### src/rtl/caliptra_prim_buf_scan_pkg.sv
// Shared types and constants for the dual-rail lane scan controller.
package caliptra_prim_buf_scan_pkg;

    localparam int ErrCntWidth = 8;
    localparam int StateWidth  = 6;

    // Sparse encoding: every pair of states differs in at least three bits,
    // so a single upset can never turn one legal state into another.
    typedef enum logic [StateWidth-1:0] {
        StIdle   = 6'b000000,
        StWait   = 6'b000111,
        StSettle = 6'b011001,
        StCheck  = 6'b101010,
        StDone   = 6'b110100
    } scan_state_e;

endpackage

### src/rtl/caliptra_prim_buf.sv
// Buffer cell. Its only job is to be a hierarchy boundary that synthesis
// keeps, so signals routed through it cannot be merged or folded.
module caliptra_prim_buf #(
    parameter int Width = 1
) (
    input  logic [Width-1:0] in_i,
    output logic [Width-1:0] out_o
);

    assign out_o = in_i;

endmodule

### src/rtl/caliptra_prim_buf_scan_ctrl.sv
// Sweeps a set of dual-rail hardened lanes one at a time, checking that the
// true and complement rails are exact complements. Sweeps run periodically
// while en_i is high or on demand via req_i; mismatches are recorded in a
// sticky error, a first-failing-lane capture and a saturating counter.
module caliptra_prim_buf_scan_ctrl
    import caliptra_prim_buf_scan_pkg::*;
#(
    parameter int NumLanes     = 4,
    parameter int Width        = 8,
    parameter int SettleCycles = 2,
    parameter int PeriodCycles = 16,
    localparam int LaneW       = (NumLanes > 1) ? $clog2(NumLanes) : 1
) (
    input  logic                      clk_i,
    input  logic                      rst_ni,
    input  logic                      en_i,
    input  logic                      req_i,
    input  logic [NumLanes*Width-1:0] lane_i,
    input  logic [NumLanes*Width-1:0] lane_n_i,
    input  logic                      clr_i,
    output logic [LaneW-1:0]          lane_sel_o,
    output logic                      busy_o,
    output logic                      ack_o,
    output logic                      err_o,
    output logic [LaneW-1:0]          err_lane_o,
    output logic [ErrCntWidth-1:0]    err_cnt_o
);

    // One down-counter serves both the idle period and the settle time.
    localparam int CntMax = (PeriodCycles > SettleCycles) ? PeriodCycles : SettleCycles;
    localparam int CntW   = $clog2(CntMax + 1);

    localparam logic [CntW-1:0]        PeriodLoad = CntW'(PeriodCycles - 1);
    localparam logic [CntW-1:0]        SettleLoad = CntW'(SettleCycles - 1);
    localparam logic [LaneW-1:0]       LastLane   = LaneW'(NumLanes - 1);
    localparam logic [ErrCntWidth-1:0] ErrCntMax  = {ErrCntWidth{1'b1}};

    scan_state_e            state_q, state_d;
    logic [StateWidth-1:0]  state_raw;
    logic [LaneW-1:0]       lane_q, lane_d;
    logic [CntW-1:0]        cnt_q, cnt_d;
    logic                   pend_q, pend_d;
    logic                   srv_q, srv_d;
    logic                   err_q, err_d;
    logic [LaneW-1:0]       err_lane_q, err_lane_d;
    logic [ErrCntWidth-1:0] err_cnt_q, err_cnt_d;

    logic                   pending, start, illegal, busy, done, do_check, mismatch;
    logic [Width-1:0]       sel_t, sel_n, sel_t_buf, sel_n_buf;
    logic                   err_base;
    logic [ErrCntWidth-1:0] cnt_base;

    // A request pulse counts immediately, even before it lands in pend_q.
    assign pending = pend_q | req_i;

    // The state is decoded through a buffer so the sparse encoding survives
    // synthesis and an illegal value stays detectable.
    caliptra_prim_buf #(.Width(StateWidth)) u_buf_state (
        .in_i  (state_q),
        .out_o (state_raw)
    );

    // Lane mux, then both rails through buffers so the XOR compare cannot
    // be simplified against the shared source.
    assign sel_t = lane_i[lane_q*Width +: Width];
    assign sel_n = lane_n_i[lane_q*Width +: Width];

    caliptra_prim_buf #(.Width(Width)) u_buf_true (
        .in_i  (sel_t),
        .out_o (sel_t_buf)
    );

    caliptra_prim_buf #(.Width(Width)) u_buf_comp (
        .in_i  (sel_n),
        .out_o (sel_n_buf)
    );

    assign mismatch = do_check && ((sel_t_buf ^ sel_n_buf) != {Width{1'b1}});

    // Next-state logic for the sweep sequencer.
    always_comb begin
        // NOTE: every variable gets a default before the case so no path
        // leaves it unassigned, which would otherwise infer a latch.
        state_d  = state_q;
        lane_d   = lane_q;
        cnt_d    = cnt_q;
        srv_d    = srv_q;
        start    = 1'b0;
        illegal  = 1'b0;
        busy     = 1'b0;
        done     = 1'b0;
        do_check = 1'b0;

        case (state_raw)
            StIdle: begin
                if (pending) begin
                    start = 1'b1;
                end else if (en_i) begin
                    state_d = StWait;
                    cnt_d   = PeriodLoad;
                end
            end
            StWait: begin
                if (pending) begin
                    start = 1'b1;
                end else if (!en_i) begin
                    state_d = StIdle;
                end else if (cnt_q == '0) begin
                    start = 1'b1;
                end else begin
                    cnt_d = cnt_q - CntW'(1);
                end
            end
            StSettle: begin
                busy = 1'b1;
                if (cnt_q == '0) begin
                    state_d = StCheck;
                end else begin
                    cnt_d = cnt_q - CntW'(1);
                end
            end
            StCheck: begin
                busy     = 1'b1;
                do_check = 1'b1;
                if (lane_q == LastLane) begin
                    state_d = StDone;
                end else begin
                    state_d = StSettle;
                    lane_d  = lane_q + LaneW'(1);
                    cnt_d   = SettleLoad;
                end
            end
            StDone: begin
                busy   = 1'b1;
                done   = 1'b1;
                lane_d = '0;
                if (pending) begin
                    start = 1'b1;
                end else if (en_i) begin
                    state_d = StWait;
                    cnt_d   = PeriodLoad;
                end else begin
                    state_d = StIdle;
                end
            end
            default: begin
                illegal = 1'b1;
                state_d = StIdle;
                lane_d  = '0;
                cnt_d   = '0;
                srv_d   = 1'b0;
            end
        endcase

        // Every sweep begins at lane 0; remember whether a request started it.
        if (start) begin
            state_d = StSettle;
            lane_d  = '0;
            cnt_d   = SettleLoad;
            srv_d   = pending;
        end
    end

    // Pending request is consumed exactly when a sweep starts.
    assign pend_d = start ? 1'b0 : pending;

    // Error bookkeeping; a mismatch in the clearing cycle is applied on top
    // of the cleared values, so it wins.
    assign err_base = clr_i ? 1'b0 : err_q;
    assign cnt_base = clr_i ? '0 : err_cnt_q;

    always_comb begin
        err_d      = err_base;
        err_cnt_d  = cnt_base;
        err_lane_d = clr_i ? '0 : err_lane_q;
        if (mismatch) begin
            err_d     = 1'b1;
            err_cnt_d = (cnt_base == ErrCntMax) ? ErrCntMax : cnt_base + ErrCntWidth'(1);
            if (!err_base) begin
                err_lane_d = lane_q;
            end
        end
        if (illegal) begin
            err_d = 1'b1;
        end
    end

    // State and datapath registers with synchronous active-low reset.
    always_ff @(posedge clk_i) begin
        // NOTE: sequential state uses non-blocking assignments so every
        // register samples the pre-edge values regardless of statement order.
        if (!rst_ni) begin
            state_q    <= StIdle;
            lane_q     <= '0;
            cnt_q      <= '0;
            pend_q     <= 1'b0;
            srv_q      <= 1'b0;
            err_q      <= 1'b0;
            err_lane_q <= '0;
            err_cnt_q  <= '0;
        end else begin
            state_q    <= state_d;
            lane_q     <= lane_d;
            cnt_q      <= cnt_d;
            pend_q     <= pend_d;
            srv_q      <= srv_d;
            err_q      <= err_d;
            err_lane_q <= err_lane_d;
            err_cnt_q  <= err_cnt_d;
        end
    end

    assign lane_sel_o = lane_q;
    assign busy_o     = busy;
    assign ack_o      = done & srv_q;
    assign err_o      = err_q;
    assign err_lane_o = err_lane_q;
    assign err_cnt_o  = err_cnt_q;

endmodule

### config.mk
export PLATFORM = sky130hd
export DESIGN_NAME = caliptra_prim_buf_scan_ctrl
export DESIGN_NICKNAME = d
export VERILOG_FILES = /design/src/rtl/caliptra_prim_buf_scan_pkg.sv /design/src/rtl/caliptra_prim_buf.sv /design/src/rtl/caliptra_prim_buf_scan_ctrl.sv
export SDC_FILE = /design/constraint.sdc
export NUM_CORES = 1
export LEC_CHECK = 0
export ABC_AREA = 1
export BUFFER_PORTS_ARGS = -buffer_cell sky130_fd_sc_hd__buf_4
export CORE_ASPECT_RATIO = 1.4
export CORE_MARGIN = 2
export CORE_UTILIZATION = 50
export DETAILED_ROUTE_END_ITERATION = 7
export PLACE_DENSITY = 0.81
export SLEW_MARGIN = 20
export SYNTH_ARGS = -nofsm -noshare
export SYNTH_HDL_FRONTEND = slang
export SYNTH_SLANG_ARGS = --single-unit
### constraint.sdc
create_clock -name clk_i -period 2.5 [get_ports clk_i]
set_input_delay 0.75 -clock clk_i [delete_from_list [all_inputs] [get_ports clk_i]]
set_output_delay 0.75 -clock clk_i [all_outputs]
set_load 0.01 [all_outputs]
==> summary.md, run 1 <==
| Metric | Value |
|---|---|
| Synthesis Warnings | 0 |
| Clk Latency, worst-skew pair | 0.27 ns |
| Synthesized cell area | 2280 um2 |
| Post-route minimum period | 2.10 ns |
| GRT overflow | 0 |
| Sequential fraction of the synthesis area | 22.8% |
| Avg Cell Area, Syn | 6.01 um2 |
| XOR/XNOR Fraction of Synth Area | 3.46% |
| Share of layout cells above drive strength 1 | 30.7% |
| Worst Max-Slew Pin Slew | 0.398 ns |
| Total power draw | 1.89 mW |
| Synth area leaders | dfxtp_1 23%, nand2_1 16%, nor2_1 11% |
| Largest net degree at the start of global routing | 14 |
| Vias in the first global route | 2436 |
| Endpoints failing setup | 0 |
| Clock Power Share | 12.6% |
| Drt drc | 0 |
| Seq pwr share | 31.4% |
| Yosys top cell by area | dfxtp_1 |
| Post-CTS sizing | 0 |
| Die area | 5120 um2 |
| I/O pin count | 84 |
| Detail Placement HPWL | 4710 um |
| Async SR Flop Fraction | 0% |
| Top cells by count, synth | 100 x nand2_1, 64 x nor2_1, 47 x inv_1 |
| Post-Synth Simple-Gate Area | 48.0% |
| Syn Inst Count | 379 |
| Post-Synth Adder-Cell Area | 2.20% |
| Area fraction of the dominant cell type after synthesis | 22.8% |
| Clk_skew | 0.00808 ns |
| Compound-cell area share of the yosys netlist | 12.4% |
| Vias/cell | 4.82 |
| Initial Util | 51.1% |
| Main combinational cell family by area after synthesis | simple AND/OR/NAND/NOR gates |
| P_int | 1.04 mW |
| PortBufs | 83 |
| Clk slew on worst S/H paths | 0.09 ns |
| Critical Path Start Type | flip-flop |
| CTS Hold Buffers Added | 0 |
| Core ar. | 4460 um2 |
| Iteration count of the initial detailed-routing pass | 4 |
| Most common cell in the synthesized netlist | nand2_1 |
| Total number of vias | 2524 |
| Final setup TNS | 0 ns |
| CP required | 1.75 ns |
| Initial DRC count | 138 |
| Crit. End Element | output pin |
| RSZ-0062 raised after global routing | no |
| Comb power frac | 56.0% |
| Root buf cell | clkbuf_8 |
| Ant. Diodes | 0 |
| HP Class | reg2reg |
| Floorplan row count | 29 |
| Syn nets | 452 |
| Drt wl/cell | 10.9 um |
| Setup Fix Bufs, Post-CTS | 0 |
| Antenna Nets Post-Route | 0 |
| Final nets | 537 |
| Main synth FF type | dfxtp_1 |
| Switching share of power | 45.0% |
| Final core occ | 66.8% |
| Slew margin rel. | 73.4% |
| PwrDens | 635 nW/um2 |
| Post-synthesis cell type count | 37 |
| Setup ws final | 0.405 ns |
| Area grow syn2layout | 30.9% |
| Max-cap violations | 0 |
| Portion of netlist area occupied by mux cells | 0% |
| Final hold vios | 0 |
| Crit Path Category | reg2out |
| Critical Path AT | 1.35 ns |
| Global-route wire length before repair | 9870 um |
| CTS buffer count | 3 |
| DP Worst Slack | 0.207 ns |
| Final Cycle Share | 83.8% |
| FMAX | 477 MHz |
| All-layer global routing usage | 24.1% |
| WL final | 5720 um |
| Psw | 0.851 mW |
| Clock tree buffer depth | 2 |
| Crit path max fanout | 5 |
| Vert. Die Dim | 83.9 um |
| Outcome | finished clean |
| Final Max Slew Viols | 0 |
| Peak supply drop | 0.499 mV |
| CTS tree | yes |
| Initial antenna violation count | 0 |
| Htree depth | 1 |
| #FFs+latches synth | 26 |
| Die X | 61.1 um |
| Post-synth EDFFs | 0 |
| Sinks on Clock Net | 26 |
| Leak | 1.57 nW |
| Final Wtd Congestion | 0.872 |
==> cell usage in the layout (no fill, tap or decap) <==
| cell | count |
|---|---|
| a21oi_2 | 9 |
| and3_1 | 1 |
| nor2_4 | 1 |
| nand3b_1 | 1 |
| o21ai_2 | 1 |
| nand2_2 | 16 |
| nand4_2 | 1 |
| o21ai_0 | 16 |
| nor3_2 | 1 |
| nand4_1 | 5 |
| a21oi_1 | 9 |
| nor2_2 | 6 |
| nand3_2 | 2 |
| nand2_4 | 5 |
| or2_2 | 2 |
| inv_1 | 47 |
| inv_2 | 7 |
| xor2_1 | 8 |
| nor3_1 | 1 |
| a211oi_2 | 1 |
| inv_4 | 1 |
| buf_4 | 84 |
| ha_1 | 4 |
| clkbuf_8 | 3 |
| nor2_1 | 64 |
| nand2_1 | 100 |
| dfxtp_1 | 26 |
| a31oi_1 | 2 |
| xnor2_1 | 1 |
| o31ai_1 | 1 |
| nand3_4 | 1 |
| nand3_1 | 30 |
| o21ai_1 | 3 |
| o211a_1 | 1 |
| o21bai_2 | 1 |
==> final timing paths <==
kind	start	to	slack (ns)	cells after the start
hold reg to reg	pend_q	pend_q	0.48	2
setup / recovery	state_q[0]	ack_o	0.40	4
hold / removal	pend_q	pend_q	0.48	2
setup reg to reg	err_cnt_o[0]	err_cnt_o[4]	0.73	9
==> worst max-delay path, stage by stage, from the launching register on <==
cell and delay, ns:
dfxtp_1 0.35, nor2_1 0.20, nand4_2 0.21, nor2_1 0.18, buf_4 0.14
==> logic make-up after synthesis <==
logic type      after synthesis
buf+inv                      59
simple gates                237
xor+xnor                      9
compound gates               44
flops                        26
fa+ha+maj                     4
==> layout make-up <==
type,count,area [um2]
well taps,62,77.6
multi-input cells,294,1500
inverters,55,209
clock buffers,3,41.3
flip-flops and latches,26,520
repair buffers,84,631
fillers,415,1480
==> stage by stage <==
step	hold slack, ns	cells	instance area [um2]
6_report	0.476	524	2980
5_1_grt	0.517	524	2980
4_1_cts	0.485	524	2980
3_5_place_dp	0.463	521	2940
3_3_place_gp	0.454	521	2940
2_1_floorplan	0.436	379	2280
==> state kept, by name, indices dropped and copies added, names as in the netlist <==
| register | cells |
|---|---|
| cnt_q | 5 |
| lane_sel_o | 2 |
| pend_q | 1 |
| err_lane_o | 2 |
| state_q | 6 |
| err_cnt_o | 8 |
| srv_q | 1 |
| err_o | 1 |
==> power by group through the flow <==
stage                     Combinational (mW)  Clock [mW]  Sequential (mW)
final                                   1.06       0.239            0.595
after global routing                    1.21       0.261            0.608
after CTS                               1.05       0.246            0.594
after detailed placement                1.05           0            0.604
after global placement                  1.02           0            0.601
after floorplan                        0.788           0            0.589
==> per-layer routing <==
layer	vias up	GRT usage [%]	wire (um)
li1	1359	-	-
met1	1105	26.3	2240
met2	52	44.9	3230
met3	8	2.64	154
met4	0	8.50	91
met5	-	0	0
Note: power is estimated with default switching activity, not from simulation.
==> run 2, diff against run 1 <==
--- a/config.mk
+++ b/config.mk
@@ -9,9 +9,9 @@
 export BUFFER_PORTS_ARGS = -buffer_cell sky130_fd_sc_hd__buf_4
 export CORE_ASPECT_RATIO = 1.4
 export CORE_MARGIN = 2
-export CORE_UTILIZATION = 50
+export CORE_UTILIZATION = 45
 export DETAILED_ROUTE_END_ITERATION = 7
-export PLACE_DENSITY = 0.81
+export PLACE_DENSITY = 0.77
 export SLEW_MARGIN = 20
 export SYNTH_ARGS = -nofsm -noshare
 export SYNTH_HDL_FRONTEND = slang
==> constraint.sdc (replaced) <==
create_clock -name clk_i -period 1.72 [get_ports clk_i]
set_input_delay 0.516 -clock clk_i [delete_from_list [all_inputs] [get_ports clk_i]]
set_output_delay 0.516 -clock clk_i [all_outputs]
set_load 0.01 [all_outputs]
==> run 2 against run 1 <==
Effect of this change: the flow now finishes with violations (negative setup slack); global-route usage down 0.93 points; critical path type unchanged; register-to-register slack worse by 0.64 ns; core utilization rose by 1.4 points; critical endpoint unchanged; via count grew 8.4%; clock skew is 0.0019 ns higher; highest routed layer unchanged.
==> summary.md, run 2 (synthesis results as in run 1) <==
| Metric | Value |
|---|---|
| Drt drc | 0 |
| Largest net degree at the start of global routing | 16 |
| Critical Path Start | state_q[0] |
| Most frequent cells in the layout | 102 x buf_4, 98 x nand2_1, 53 x nor2_1 |
| Worst Max-Slew Pin Slew | 0.354 ns |
| Initial Util | 46.7% |
| Outcome | finished with violations |
| Crit path max fanout | 5 |
| Leak | 1.69 nW |
| Htree depth | 1 |
| Setup ws final | -0.0205 ns |
| Antenna Nets Post-Route | 0 |
| Clk Latency, worst-skew pair | 0.28 ns |
| HP Class | reg2reg |
| Worst R2R Setup Slack | 0.09 ns |
| Final Cycle Share | 101% |
| Crit Path Category | reg2out |
| Initial DRC count | 121 |
| Critical Path Start Type | flip-flop |
| Vert. Die Dim | 88.2 um |
| Sinks on Clock Net | 26 |
| Detail Placement HPWL | 5110 um |
| Clk_skew | 0.0100 ns |
| Final Max Slew Viols | 0 |
| All-layer global routing usage | 23.2% |
| Slew margin rel. | 76.3% |
| Final hold vios | 0 |
| Switching share of power | 44.6% |
| Placed cell areas | 3060 um2 |
| FMAX | 575 MHz |
| Drt wl/cell | 11.9 um |
| Failing checks | negative setup slack |
| CTS Hold Buffers Added | 0 |
| Core ar. | 4880 um2 |
| Clock tree buffer depth | 2 |
| GRT overflow | 0 |
| Post-route minimum period | 1.74 ns |
| CTS buffer count | 3 |
| Root buf cell | clkbuf_8 |
| R2R cell count | 10 |
| PortBufs | 83 |
| Crit-path cells | nor2_4 -> nand4_4 -> nor2_4 -> buf_6 |
| Final instance area | 3330 um2 |
| Final nets | 557 |
| Initial antenna violation count | 0 |
| Clock Power Share | 15.4% |
| Final setup TNS | -0.0205 ns |
| CP required | 1.20 ns |
| PwrDens | 1000 nW/um2 |
| Vias in the first global route | 2642 |
| Critical Path AT | 1.22 ns |
| RR Endpoint | state_q[1] |
| P_int | 1.85 mW |
| Clk slew on worst S/H paths | 0.10 ns |
| Floorplan row count | 30 |
| Total number of vias | 2736 |
| Comb power frac | 57.5% |
| Final Wtd Congestion | 0.850 |
| Crit. End Element | output pin |
| Seq pwr share | 27.1% |
| Max-cap violations | 0 |
| CTS tree | yes |
| Commonest non-fill, non-tap cell in the layout | buf_4 |
| Share of layout cells above drive strength 1 | 38.5% |
| Psw | 1.49 mW |
| Die X | 64.1 um |
| Last element of the critical path | ack_o |
| RSZ-0062 raised after global routing | yes |
| WL final | 6500 um |
| Iteration count of the initial detailed-routing pass | 5 |
| Global-route wire length before repair | 10800 um |
| Endpoints failing setup | 1 |
| CP peak stage delay | 0.36 ns |
| I/O pin count | 84 |
| Reg-to-reg critical path startpoint | state_q[4] |
| Area grow syn2layout | 46.1% |
| Peak supply drop | 1.09 mV |
| Max reg flops | 8 |
| WHS Path Cells | 2 |
| Vias/cell | 5.00 |
| Most used cell, CP | nor2_4 |
| Crit-path slowest cell | dfxtp_2 |
| Ant. Diodes | 0 |
| Die area | 5660 um2 |
-- run 2: final cells by class --
type	count	area, um2
Tap cell	64	80.1
Multi-Input combinational cell	294	1650
Sequential cell	26	528
Clock buffer	3	41.3
Inverter	55	211
Clock inverter	1	30.0
Fill cell	446	1550
Timing Repair Buffer	104	788
-- run 2: repair_timing --
| action | CTS | global route |
|---|---|---|
| setup endpoints to repair | 2 | 24 |
| pin swaps | 1 | 1 |
| setup buffers | 6 | 2 |
| gates resized for setup | 12 | 24 |
-- run 2: per-stage QoR --
step | util (%) | cells | hold slack [ns] | power (mW) | setup slack [ns]
after floorplan | - | 379 | 0.436 | 2.00 | 0.00783
after global placement | 62.8 | 535 | 0.459 | 2.44 | -0.0440
after detailed placement | 62.8 | 535 | 0.473 | 2.49 | -0.0896
after CTS | 65.9 | 545 | 0.482 | 3.09 | -0.0116
after global routing | 68.2 | 547 | 0.491 | 3.59 | -0.0822
final | 68.2 | 547 | 0.484 | 3.33 | -0.0205
-- run 2: power groups by stage --
| stage | combinational [mW] | clock [mW] | sequential (mW) |
|---|---|---|---|
| 2_1_floorplan | 1.15 | 0 | 0.856 |
| 3_3_place_gp | 1.57 | 0 | 0.872 |
| 3_5_place_dp | 1.61 | 0 | 0.875 |
| 4_1_cts | 1.67 | 0.526 | 0.894 |
| 5_1_grt | 2.13 | 0.543 | 0.916 |
| 6_report | 1.92 | 0.514 | 0.904 |
-- run 2: critical path: cells and delay by family, from the launching register on --
family / cells / cell delay (ns)
buffers and inverters: 1 / 0.11
flip-flops: 1 / 0.36
AND/OR/NAND/NOR: 3 / 0.47
-- run 2: routing by layer --
metal	vias up	part of all wire, %	global-route usage [%]
met3	18	4.4	4.11
met1	1246	36	22.4
met4	0	2.7	8.32
li1	1398	-	-
met2	74	57	47.9
met5	-	0	0
-- run 2: worst min path at each step --
| stage | startpoint | to | slack, ns |
|---|---|---|---|
| after floorplan | pend_q | pend_q | 0.44 |
| after global placement | pend_q | pend_q | 0.46 |
| after detailed placement | pend_q | pend_q | 0.47 |
| after CTS | rst_ni | cnt_q[0] | 0.48 |
| after global routing | rst_ni | cnt_q[0] | 0.49 |
| final | pend_q | pend_q | 0.48 |
==> run 3, diff against run 2 <==
--- a/config.mk
+++ b/config.mk
@@ -7,11 +7,13 @@
 export LEC_CHECK = 0
 export ABC_AREA = 1
 export BUFFER_PORTS_ARGS = -buffer_cell sky130_fd_sc_hd__buf_4
+export CELL_PAD_IN_SITES_DETAIL_PLACEMENT = 2
+export CELL_PAD_IN_SITES_GLOBAL_PLACEMENT = 2
 export CORE_ASPECT_RATIO = 1.4
 export CORE_MARGIN = 2
-export CORE_UTILIZATION = 45
+export CORE_UTILIZATION = 22
 export DETAILED_ROUTE_END_ITERATION = 7
-export PLACE_DENSITY = 0.77
+export PLACE_DENSITY_LB_ADDON = 0.1
 export SLEW_MARGIN = 20
 export SYNTH_ARGS = -nofsm -noshare
 export SYNTH_HDL_FRONTEND = slang
==> run 3 against run 2 <==
Effect of this change: the flow now finishes without violations; register-to-register slack better by 0.04 ns; clock power is 19% higher; die area is 98% higher; critical path depth is 1 higher; sequential share of layout area is 0.78 points lower; worst hold slack better by 0.0042 ns; via count is 4.0% higher; fmax is 3.6% higher; combinational power is 6% higher; sequential power is 1% higher; critical endpoint unchanged; highest routed layer unchanged.
==> summary.md, run 3 (synthesis results as in run 1) <==
| Metric | Value |
|---|---|
| Htree depth | 1 |
| Drt drc | 0 |
| PwrDens | 995 nW/um2 |
| Final instance area | 3580 um2 |
| All-layer global routing usage | 16.3% |
| Ant. Diodes | 0 |
| GRT overflow | 0 |
| Drt wl/cell | 14.0 um |
| Vert. Die Dim | 124 um |
| Multi-input gate area | 1620 um2 |
| Final Max Slew Viols | 0 |
| P_int | 2.02 mW |
| Die X | 90.0 um |
| Vias in the first global route | 3201 |
| WL final | 8940 um |
| Most frequent cells in the layout | 120 x buf_4, 97 x nand2_1, 55 x nor2_1 |
| Post-Layout Cell Count | 640 |
| Floorplan row count | 44 |
| Initial Util | 22.3% |
| FMAX | 595 MHz |
| Crit. End Element | output pin |
| Final core occ | 35.0% |
| WHS | 0.488 ns |
| Iteration count of the initial detailed-routing pass | 4 |
| Final nets | 576 |
| Comb power frac | 57.1% |
| CTS buffer count | 3 |
| Core ar. | 10200 um2 |
| Root buf cell | clkbuf_16 |
| CTS Hold Buffers Added | 0 |
| Clock tree buffer depth | 2 |
| Clock Power Share | 17.2% |
| Initial antenna violation count | 0 |
| WHS Path Cells | 3 |
| R2R cell count | 9 |
| Critical Path Start Type | flip-flop |
| CTS tree | yes |
| Commonest non-fill, non-tap cell in the layout | buf_4 |
| Placed Instances | 625 |
| Largest net degree at the start of global routing | 15 |
| CP required | 1.20 ns |
| Crit path max fanout | 4 |
| Slew margin rel. | 80.7% |
| HP Class | in2reg |
| Crit Path Category | reg2out |
| Final Cycle Share | 97.7% |
| Vias/cell | 4.45 |
| RSZ-0062 raised after global routing | yes |
| Final hold vios | 0 |
| Critical Path Start | state_q[2] |
| Global-route wire length before repair | 14900 um |
| DP Worst Slack | -0.160 ns |
| Placed cell areas | 3280 um2 |
| Sinks on Clock Net | 26 |
| Switching share of power | 43.4% |
| Clk Latency, worst-skew pair | 0.28 ns |
| Psw | 1.55 mW |
| Clk_skew | 0.00209 ns |
| Final setup TNS | 0 ns |
| Initial DRC count | 45 |
| Die area | 11200 um2 |
| Total number of vias | 2846 |
| Reg-to-reg critical path startpoint | err_cnt_o[1] |
| Hold path startpoint | rst_ni |
| Sequential cell area | 541 um2 |
| Share of layout cells above drive strength 1 | 41.6% |
| Layout fillers | 1293 |
| Seq pwr share | 25.7% |
| Detail Placement HPWL | 7560 um |
| Peak supply drop | 0.342 mV |
| Total power draw | 3.56 mW |
| Critical Path AT | 1.16 ns |
| Max-cap violations | 0 |
| Leak | 1.81 nW |
| Worst Max-Slew Pin Slew | 0.288 ns |
| Antenna Nets Post-Route | 0 |
| Setup ws final | 0.0404 ns |
| I/O pin count | 84 |
| Outcome | finished clean |
| Final Wtd Congestion | 0.759 |
| PortBufs | 83 |
| Area grow syn2layout | 57.3% |
| Post-route minimum period | 1.68 ns |
| Endpoints failing setup | 0 |
| Clk slew on worst S/H paths | 0.07 ns |
| Max reg flops | 8 |
-- run 3: changes by cell type in the layout (fill, tap and decap cells not counted), sizes merged --
cell    delta
buf       +19
clkbuf     +1
bufinv     -1
-- run 3: metal layers --
layer	part of all wire, %	up-vias	track usage [%]
met5	0	-	0
met4	1.5	0	4.71
met3	4.4	7	2.96
met2	58	61	34.4
met1	36	1349	15.4
li1	-	1429	-
-- run 3: area by class of cell --
class                   count  share of cell area [%]
well taps                 138                    4.82
clock buffers               4                    2.48
flip-flops and latches     26                    15.1
multi-input cells         294                    45.1
inverters                  55                    5.90
repair buffers            123                    26.6
-- run 3: timing repair --
| item | CTS | global route |
|---|---|---|
| resized for setup | 13 | 22 |
| endpoints found under the setup margin | 5 | 28 |
| setup buffers | 5 | 6 |
| pin swaps | 4 | 11 |
-- run 3: worst max-delay path, cell delays in order (launching register included) --
cell and delay (ns):
dfxtp_2 0.35, inv_4 0.05, nor2_4 0.12, nand4_4 0.14, nor2_2 0.11, buf_4 0.12
-- run 3: power groups by stage --
stage,logic [mW],registers [mW],clock network (mW)
2_1_floorplan,1.15,0.856,0
3_3_place_gp,1.78,0.873,0
3_5_place_dp,1.84,0.881,0
4_1_cts,1.91,0.908,0.627
5_1_grt,2.32,0.939,0.648
6_report,2.03,0.916,0.614
-- run 3: final timing paths --
path / end / slack [ns]
worst min-delay path: cnt_q[0] / 0.49
worst min register to register: srv_q / 0.50
worst max-delay path: ack_o / 0.04
worst max register to register: err_cnt_o[3] / 0.13
